## src/rtl/ss_seq_if.sv

```systemverilog
// ss_seq_if: save-state port and state buffer port between sequencer and mapper/buffer
interface ss_seq_if;
   logic       ss_act;
   logic       ss_we;
   logic [7:0] ss_addr;
   logic [7:0] ss_wdat;
   logic [7:0] ss_rdat;
   logic       mem_req;
   logic       mem_we;
   logic [7:0] mem_addr;
   logic [7:0] mem_wdat;
   logic [7:0] mem_rdat;
   logic       mem_ack;
   modport master (
      output ss_act, ss_we, ss_addr, ss_wdat, mem_req, mem_we, mem_addr, mem_wdat,
      input  ss_rdat, mem_rdat, mem_ack
   );
   modport slave (
      input  ss_act, ss_we, ss_addr, ss_wdat, mem_req, mem_we, mem_addr, mem_wdat,
      output ss_rdat, mem_rdat, mem_ack
   );
endinterface

```

## src/rtl/ss_seq.sv

```systemverilog
// ss_seq: dumps mapper save-state bytes to a buffer or restores them aligned to m2 falls
module ss_seq #(
   parameter int SS_LEN   = 256,
   parameter int IDX_ADDR = 127
) (
   input  logic     clk,
   input  logic     rst,
   input  logic     m2,
   input  logic     cmd_save,
   input  logic     cmd_load,
   output logic     busy,
   output logic     done,
   output logic     err,
   ss_seq_if.master bus
);
   typedef enum logic [3:0] {
      IDLE, S_SET, S_SETTLE, S_MWR, L_CHK, L_MRD, L_PRES, L_WHI, L_WLO, L_NEXT, DONE, ERR
   } state_t;
   state_t     state, nxt;
   logic [8:0] cnt, cnt_n, cnt_inc;
   logic [7:0] wd, wd_n, md, md_n;
   logic       m2_q, last;
   assign cnt_inc = cnt + 9'd1;
   assign last    = cnt_inc == 9'(SS_LEN);
   // state register, address counter, data latches and m2 history for edge detection
   always_ff @(posedge clk) begin
      if (rst) begin
         state <= IDLE;
         cnt   <= '0;
         wd    <= '0;
         md    <= '0;
         m2_q  <= 1'b0;
      end else begin
         state <= nxt;
         cnt   <= cnt_n;
         wd    <= wd_n;
         md    <= md_n;
         m2_q  <= m2;
      end
   end
   // sequencing: save walks set/settle/write, load checks the index then writes per m2 period
   always_comb begin
      nxt   = state;
      cnt_n = cnt;
      wd_n  = wd;
      md_n  = md;
      case (state)
         IDLE: begin
            nxt   = cmd_save ? S_SET : (cmd_load ? L_CHK : IDLE);
            cnt_n = (cmd_save || cmd_load) ? 9'd0 : cnt;
         end
         S_SET:    nxt = S_SETTLE;
         S_SETTLE: begin
            nxt  = S_MWR;
            md_n = bus.ss_rdat;
         end
         S_MWR: begin
            nxt   = bus.mem_ack ? (last ? DONE : S_SET) : S_MWR;
            cnt_n = bus.mem_ack ? cnt_inc : cnt;
         end
         L_CHK:  nxt = bus.mem_ack ? ((bus.mem_rdat == bus.ss_rdat) ? L_MRD : ERR) : L_CHK;
         L_MRD: begin
            nxt  = bus.mem_ack ? L_PRES : L_MRD;
            wd_n = bus.mem_ack ? bus.mem_rdat : wd;
         end
         L_PRES: nxt = L_WHI;
         L_WHI:  nxt = (m2 && !m2_q) ? L_WLO : L_WHI;
         L_WLO:  nxt = (!m2 && m2_q) ? L_NEXT : L_WLO;
         L_NEXT: begin
            nxt   = last ? DONE : L_MRD;
            cnt_n = cnt_inc;
         end
         default: nxt = IDLE;
      endcase
   end
   assign busy         = !(state inside {IDLE, DONE, ERR});
   assign done         = state == DONE;
   assign err          = state == ERR;
   assign bus.ss_act   = busy;
   assign bus.ss_we    = state inside {L_PRES, L_WHI, L_WLO, L_NEXT};
   assign bus.ss_addr  = (state == L_CHK) ? 8'(IDX_ADDR) : (busy ? cnt[7:0] : 8'd0);
   assign bus.ss_wdat  = wd;
   assign bus.mem_req  = state inside {S_MWR, L_CHK, L_MRD};
   assign bus.mem_we   = state == S_MWR;
   assign bus.mem_addr = bus.ss_addr;
   assign bus.mem_wdat = md;
endmodule

```

## src/flat_wrapper.sv

```systemverilog
// flat-port wrapper written by rule: the top's interface ports become plain ports
module ss_seq_flat 
#(
   parameter int SS_LEN   = 256,
   parameter int IDX_ADDR = 127
)
  (clk, rst, m2, cmd_save, cmd_load, busy, done, err, bus_ss_act, bus_ss_we, bus_ss_addr, bus_ss_wdat, bus_mem_req, bus_mem_we, bus_mem_addr, bus_mem_wdat, bus_ss_rdat, bus_mem_rdat, bus_mem_ack);
  ss_seq_if bus_i ();
  input  logic clk;
  input  logic rst;
  input  logic m2;
  input  logic cmd_save;
  input  logic cmd_load;
  output logic busy;
  output logic done;
  output logic err;
  output wire logic [$bits(bus_i.ss_act)-1:0] bus_ss_act;
  output wire logic [$bits(bus_i.ss_we)-1:0] bus_ss_we;
  output wire logic [$bits(bus_i.ss_addr)-1:0] bus_ss_addr;
  output wire logic [$bits(bus_i.ss_wdat)-1:0] bus_ss_wdat;
  output wire logic [$bits(bus_i.mem_req)-1:0] bus_mem_req;
  output wire logic [$bits(bus_i.mem_we)-1:0] bus_mem_we;
  output wire logic [$bits(bus_i.mem_addr)-1:0] bus_mem_addr;
  output wire logic [$bits(bus_i.mem_wdat)-1:0] bus_mem_wdat;
  input wire logic [$bits(bus_i.ss_rdat)-1:0] bus_ss_rdat;
  input wire logic [$bits(bus_i.mem_rdat)-1:0] bus_mem_rdat;
  input wire logic [$bits(bus_i.mem_ack)-1:0] bus_mem_ack;
  assign bus_ss_act = bus_i.ss_act;
  assign bus_ss_we = bus_i.ss_we;
  assign bus_ss_addr = bus_i.ss_addr;
  assign bus_ss_wdat = bus_i.ss_wdat;
  assign bus_mem_req = bus_i.mem_req;
  assign bus_mem_we = bus_i.mem_we;
  assign bus_mem_addr = bus_i.mem_addr;
  assign bus_mem_wdat = bus_i.mem_wdat;
  assign bus_i.ss_rdat = bus_ss_rdat;
  assign bus_i.mem_rdat = bus_mem_rdat;
  assign bus_i.mem_ack = bus_mem_ack;
  ss_seq #(.SS_LEN(SS_LEN), .IDX_ADDR(IDX_ADDR)) u_core (.clk(clk), .rst(rst), .m2(m2), .cmd_save(cmd_save), .cmd_load(cmd_load), .busy(busy), .done(done), .err(err), .bus(bus_i));
endmodule
```

## config.mk

```make
export PLATFORM = sky130hd
export DESIGN_NAME = ss_seq_flat
export DESIGN_NICKNAME = d
export VERILOG_FILES = /design/src/rtl/ss_seq_if.sv /design/src/rtl/ss_seq.sv /design/src/flat_wrapper.sv
export SDC_FILE = /design/constraint.sdc
export NUM_CORES = 1
export LEC_CHECK = 0
export BUFFER_PORTS_ARGS = -buffer_cell sky130_fd_sc_hd__buf_2
export CAP_MARGIN = 20
export CORE_ASPECT_RATIO = 1.2
export CORE_MARGIN = 8
export CORE_UTILIZATION = 51
export CTS_CLUSTER_DIAMETER = 40
export DETAILED_ROUTE_END_ITERATION = 16
export PLACE_DENSITY = 0.86
export SLEW_MARGIN = 20
export SYNTH_ARGS = -nofsm -noshare
export SYNTH_HDL_FRONTEND = slang
export SYNTH_SLANG_ARGS = --single-unit
```

## constraint.sdc

```tcl
create_clock -name clk -period 2.42 [get_ports clk]
set_clock_uncertainty 0.2 [all_clocks]
set_input_delay 0.363 -clock clk [delete_from_list [all_inputs] [get_ports clk]]
set_output_delay 0.363 -clock clk [all_outputs]
set_load 0.01 [all_outputs]
```

==> results.py, run 1 <==
metrics = {
    "critical_path": {
        "crit_path_max_fanout": 8,
        "crit_type": "register to primary output",
        "worst_ep_required_time_ns": 1.86,
        "cp-end-kind": "primary output",
        "cp_data_arrival_time_ns": 1.74,
        "start_kind": "register",
        "r2r_cells": 6,
    },
    "clock_tree": {
        "clk_path_buf_depth": 2,
        "clk_latency_ns": 0.28,
        "cts_buffers": 5,
        "cts_root_buf": "clkbuf_8",
        "cts_tree": "yes",
        "path_clk_slew_ns": 0.06,
        "htreeDepth": 2,
        "clock_sinks": 30,
    },
    "global_routing": {
        "grtUsageMet1": 0.174,
        "overflow": 0,
        "grt_pass1_wl_microns": 8480,
        "grt_pass1_vias": 1952,
        "antenna_found_initial": 0,
        "grt-busiest-layer": "met2",
        "grt_start_max_net_pins": 30,
        "groute.usage.overall": 0.171,
        "grt_use_met3": 0.0721,
        "grtUsageMet2": 0.296,
    },
    "power": {
        "p_switching_uw": 481,
        "cellInternalPower_uw": 899,
        "clkPwrFrac": 0.271,
        "powerDensity_nw_per_um2": 613,
        "p_leak_uw": 0.00105,
        "seqPwrFrac": 0.398,
        "switching_share": 0.348,
        "vdd.ir_drop.worst_mv": 0.362,
        "p_comb_frac": 0.331,
    },
    "sta": {
        "period_needed_ns": 2.30,
        "timing.final.crit_share": 0.952,
        "max_slew_margin": 0.621,
        "timing.final.ws_setup_ns": 0.116,
        "tightest_slew_ns": 0.567,
        "hold_viol": 0,
        "drv_slew": 0,
        "setup-tns-final_ns": 0,
        "setup_viol": 0,
        "fmax_mhz": 434,
        "rsz0062_at_grt": "false",
    },
    "layout": {
        "syn_to_final_growth_pct": 17.9,
        "layout_commonest_cell": "buf_2",
        "drive_above_1_share": 0.310,
        "final_cell_mix": "60 x buf_2, 29 x nand2_1, 29 x dfxtp_1",
        "n_antenna_cell": 0,
        "layout.nets": 314,
        "finish.instance_area_sq_um": 2250,
    },
    "synthesis": {
        "syn_area_per_cell_sq_um": 8.02,
        "synth_largest_area_cell": "dfxtp_1",
        "synth_seq_cells": 30,
        "synthCells": 238,
        "ys_top_cells_by_area": "dfxtp_1 31%, nand2_1 5.7%, a21oi_1 5.0%, mux2i_1 4.7%, buf_4 3.9%",
        "synth_edf_count": 0,
        "ys.flop_type": "dfxtp_1",
        "ys_warn_count": 0,
        "netlist.area_leader.share": 0.315,
        "ys_seq_area_frac": 0.315,
        "syn_area_sq_um": 1910,
        "async_reset_ff_frac": 0,
        "syn_nets": 262,
        "ys_types": 51,
    },
    "floorplan": {
        "row_count": 24,
        "start_util": 0.530,
        "core-area_sq_um": 3600,
        "die_area_sq_um": 5960,
        "io_pins": 61,
        "die_h_microns": 83.0,
        "die_w_microns": 71.8,
    },
    "place": {
        "pre_cts_ws_ns": 0.233,
        "place_area_sq_um": 2170,
        "place_congestion": 0.964,
        "post-dp-hpwl_microns": 3770,
        "portBuffers": 60,
    },
    "route": {
        "wirelength_microns": 5040,
        "vias_per_cell": 5.90,
        "dr.pass1.iters": 4,
        "ant_nets": 0,
        "drcViolationCount": 0,
        "wire_per_inst_microns": 15.3,
        "vias": 1940,
        "drtIter0Drc": 150,
    },
    "hold_path": {
        "holdPathStages": 2,
        "min_path_type": "primary input to register",
    },
    "run": {
        "max_cap_viol_count": 0,
    },
    "run_status": {
        "status": "finished clean",
    },
}
## cells in the mapped netlist (3+ instances only)
library cell  instances
or3_1                 5
nor2b_1               3
buf_4                10
xor2_1                8
a311oi_1              8
a41oi_1               3
nor2_1               18
o21ai_1               3
a21oi_1              19
nor3_1                7
nand3b_1              4
dfxtp_1              30
clkbuf_1              4
o21ai_0               6
nor4_1                6
buf_2                 7
inv_1                 3
mux2i_1               9
nand4_1               3
nand2b_1              3
o22ai_1               3
nand2_1              29
xnor2_1               3
nand3_1               5
a21o_1                7
## area by class of cell
cell class / instances / area, sq um
Sequential cell: 30 / 602
Clock buffer: 7 / 76.3
Tap cell: 39 / 48.8
Inverter: 5 / 18.8
Timing Repair Buffer: 68 / 360
Multi-Input combinational cell: 180 / 1140
Fill cell: 320 / 1350
## sequential cells by signal (all words and copies together), names as in the netlist
register	count
u_core.cnt	9
u_core.state	4
u_core.m2_q	1
u_core.bus.ss_wdat	8
u_core.bus.mem_wdat	8
## critical path, stage by stage (launching register included)
cell and delay (ns):
dfxtp_1 0.50, inv_1 0.17, nor2_1 0.13, o21ai_1 0.12, buf_4 0.20, a21o_2 0.21, buf_2 0.13
## what timing repair did
action	4_1_cts	5_1_grt
endpoints found under the hold margin	0	0
gates resized for setup	0	2
hold buffers	0	0
endpoints found under the setup margin	0	3
setup buffers	0	0
## worst paths after layout
| check | slack [ns] | startpoint | end |
|---|---|---|---|
| hold reg to reg | 0.25 | u_core.bus.mem_wdat[4] | u_core.bus.mem_wdat[4] |
| hold / removal | 0.14 | m2 | u_core.m2_q |
| setup / recovery | 0.12 | u_core.state[1] | bus_mem_addr[3] |
| setup reg to reg | 0.21 | u_core.cnt[1] | u_core.state[2] |
## per-stage QoR
step           instances   util  total power (uW)  hold WS, ns
2_1_floorplan        238      -               871        0.281
3_5_place_dp         322  0.602              1010        0.244
4_1_cts              329  0.623              1390        0.139
3_3_place_gp         322  0.602              1010        0.238
6_report             329  0.624              1380        0.141
5_1_grt              329  0.624              1460        0.141
## power groups by stage
stage          Combinational [uW]  Sequential, uW  Clock, uW
6_report                      456             549        374
5_1_grt                       502             553        401
4_1_cts                       457             549        380
3_5_place_dp                  454             559          0
3_3_place_gp                  447             559          0
2_1_floorplan                 317             554          0
## kinds of logic (layout without fill, tap and decap cells)
logic type | after synthesis | count (layout) | synth area share
buffers and inverters | 28 | 80 | 0.0872
AO/OA/AOI/OAI | 66 | 66 | 0.239
flip-flops | 30 | 30 | 0.315
AND/OR/NAND/NOR | 92 | 92 | 0.249
multiplexers | 9 | 9 | 0.0472
XOR/XNOR | 11 | 11 | 0.0505
adder cells (fa/ha/maj) | 2 | 2 | 0.0131
## per-layer routing
layer,wire length [microns],part of all wire
met3,445,0.088
met1,2030,0.40
met4,119,0.024
met2,2440,0.48
met5,0,0
Note: power is estimated with default switching activity, not from simulation.
==> run 2, diff against run 1 <==
--- a/config.mk
+++ b/config.mk
@@ -5,6 +5,7 @@
 export SDC_FILE = /design/constraint.sdc
 export NUM_CORES = 1
 export LEC_CHECK = 0
+export ABC_AREA = 1
 export BUFFER_PORTS_ARGS = -buffer_cell sky130_fd_sc_hd__buf_2
 export CAP_MARGIN = 20
 export CORE_ASPECT_RATIO = 1.2
==> results.py, run 2 <==
metrics = {
    "sta": {
        "drv_slew": 0,
        "timing.final.crit_share": 0.914,
        "timing.final.ws_setup_ns": 0.208,
        "setup_viol": 0,
        "fmax_mhz": 452,
        "setup-tns-final_ns": 0,
        "tightest_slew_ns": 0.451,
        "hold_viol": 0,
        "rsz0062_at_grt": "false",
        "max_slew_margin": 0.699,
        "period_needed_ns": 2.21,
    },
    "global_routing": {
        "grt_pass1_vias": 1902,
        "grt_pass1_wl_microns": 7970,
        "antenna_found_initial": 0,
        "grt_start_max_net_pins": 19,
        "groute.usage.overall": 0.168,
        "overflow": 0,
    },
    "critical_path": {
        "crit_path_top_delay_cell": "dfxtp_1",
        "path_common_cell": "inv_1",
        "crit_path_max_fanout": 8,
        "cp_data_arrival_time_ns": 1.65,
        "crit_type": "register to primary output",
        "worst_ep_required_time_ns": 1.86,
        "start_kind": "register",
        "cp-end-kind": "primary output",
        "cp_cell_sequence": "nor2_2, inv_1, nor2_1, inv_1, nand2_2, inv_1, nand2_1, nand2_1, buf_2",
        "crit_family": "simple AND/OR/NAND/NOR gates",
        "slowest_delay_ns": 0.34,
        "worst-path-buf-inv": 4,
    },
    "synthesis": {
        "ys_warn_count": 0,
        "synth_most_common_cell": "nand2_1",
        "syn_area_per_cell_sq_um": 6.44,
        "synthCells": 294,
        "synth_largest_area_cell": "dfxtp_1",
        "syn_area_sq_um": 1890,
        "ys_top_cells_by_area": "dfxtp_1 32%, nand2_1 14%, inv_1 7.3%, nor2_1 6.9%, a21oi_1 5.8%",
        "ys.flop_type": "dfxtp_1",
        "synth.mux.area_fraction": 0,
        "syn_nets": 318,
        "synth_fa_ha_area_frac": 0.0132,
        "synth-xor-area-share": 0.0231,
        "ys_types": 30,
        "async_reset_ff_frac": 0,
        "ys_seq_area_frac": 0.317,
        "synth_seq_cells": 30,
        "synth_top_family_by_area": "simple AND/OR/NAND/NOR gates",
        "netlist.area_leader.share": 0.317,
        "synth_edf_count": 0,
        "synth_commonest_cells": "70 x nand2_1, 37 x inv_1, 35 x nor2_1, 30 x dfxtp_1",
        "synth_compound_area_frac": 0.139,
        "synthSimpleGateAreaFrac": 0.372,
    },
    "floorplan": {
        "start_util": 0.526,
        "die_h_microns": 82.8,
        "core-area_sq_um": 3600,
        "io_pins": 61,
        "die_area_sq_um": 5930,
        "die_w_microns": 71.6,
        "row_count": 24,
    },
    "route": {
        "dr.pass1.iters": 4,
        "vias_per_cell": 5.03,
        "ant_nets": 0,
        "drcViolationCount": 0,
        "drtIter0Drc": 101,
        "wirelength_microns": 4820,
        "wire_per_inst_microns": 12.4,
        "vias": 1958,
    },
    "power": {
        "seqPwrFrac": 0.336,
        "cellInternalPower_uw": 1110,
        "power_uw": 1920,
        "clkPwrFrac": 0.218,
        "p_switching_uw": 814,
        "powerDensity_nw_per_um2": 850,
        "switching_share": 0.424,
        "p_leak_uw": 0.00113,
        "vdd.ir_drop.worst_mv": 0.550,
        "p_comb_frac": 0.446,
    },
    "layout": {
        "regMostFlops": "u_core.cnt",
        "fin_cells": 389,
        "largest_reg_flops": 9,
        "final_cell_mix": "69 x nand2_1, 60 x buf_2, 37 x inv_1",
        "drive_above_1_share": 0.280,
        "n_antenna_cell": 0,
        "final_util": 0.627,
        "syn_to_final_growth_pct": 19.2,
        "layout_commonest_cell": "nand2_1",
        "layout.nets": 373,
    },
    "place": {
        "pre_cts_ws_ns": 0.385,
        "placed_cells": 381,
        "place_congestion": 0.891,
        "portBuffers": 60,
        "post-dp-hpwl_microns": 3830,
    },
    "clock_tree": {
        "htreeDepth": 2,
        "path_clk_slew_ns": 0.07,
        "clock_sinks": 30,
        "clk_latency_ns": 0.28,
        "cts_root_buf": "clkbuf_8",
        "cts_tree": "yes",
        "cts_buffers": 5,
        "clk_path_buf_depth": 2,
        "postCtsHoldBufs": 0,
    },
    "run_status": {
        "status": "finished clean",
    },
    "hold_path": {
        "min_path_type": "primary input to register",
    },
    "run": {
        "max_cap_viol_count": 0,
    },
}
[run 2: cell types whose count changed in the layout (fill, tap and decap cells not counted), moves of 6 or more]
cell	previous run	this run
nand2_1	29	69
inv_1	3	37
nor2_1	18	34
o21ai_0	6	22
nand3_1	5	17
mux2i_1	9	0
nand2_2	1	10
a311oi_1	8	0
xor2_1	8	0
a21o_1	7	0
buf_4	8	2
nor4_1	6	0
[run 2: final timing paths]
kind,slack [ns],depth (start not counted),endpoint,startpoint
max,0.21,9,bus_mem_addr[1],u_core.state[3]
min,0.12,3,u_core.m2_q,m2
max reg2reg,0.42,12,u_core.state[3],u_core.cnt[1]
min reg2reg,0.25,2,u_core.bus.ss_wdat[6],u_core.bus.ss_wdat[6]
[run 2: repair_timing]
item / CTS / global route
gates resized for setup: 0 / 3
endpoints found under the setup margin: 0 / 16
setup buffers: 0 / 0
[run 2: through the flow]
step	hold WS [ns]	area, sq um
finish	0.117	2260
CTS	0.120	2250
global placement	0.231	2160
floorplan	0.232	1890
detailed placement	0.238	2160
global route	0.151	2260
[run 2: tightest hold or removal path, stage by stage]
cell,delay (ns)
buf_2,0.07
inv_1,0.05
nor2_1,0.07
[run 2: power groups by stage]
stage / clock (uW) / sequential, uW / combinational, uW
2_1_floorplan: 0 / 666 / 609
3_3_place_gp: 0 / 644 / 846
3_5_place_dp: 0 / 650 / 857
4_1_cts: 430 / 641 / 861
5_1_grt: 449 / 657 / 965
6_report: 419 / 645 / 856
[run 2: area by class of cell]
cell class | instances | area [sq um]
Clock buffer | 7 | 86.3
Clock inverter | 1 | 5.00
Fill cell | 369 | 1350
Inverter | 42 | 159
Multi-Input combinational cell | 208 | 1040
Sequential cell | 30 | 602
Tap cell | 39 | 48.8
Timing Repair Buffer | 62 | 315
[run 2: logic make-up (layout without fill, tap and decap cells)]
kind of cell,after synthesis,after routing
flops,30,30
buf+inv,56,112
fa+ha+maj,2,2
compound gates,51,51
simple gates,150,150
xor+xnor,5,5
[run 2: routing by layer]
metal | up-vias | global-route usage | routed length, microns
met4 | 0 | 0.0818 | 68
met5 | - | 0 | 0
met3 | 6 | 0.0676 | 426
met2 | 64 | 0.310 | 2320
met1 | 860 | 0.162 | 2000
li1 | 1028 | - | -
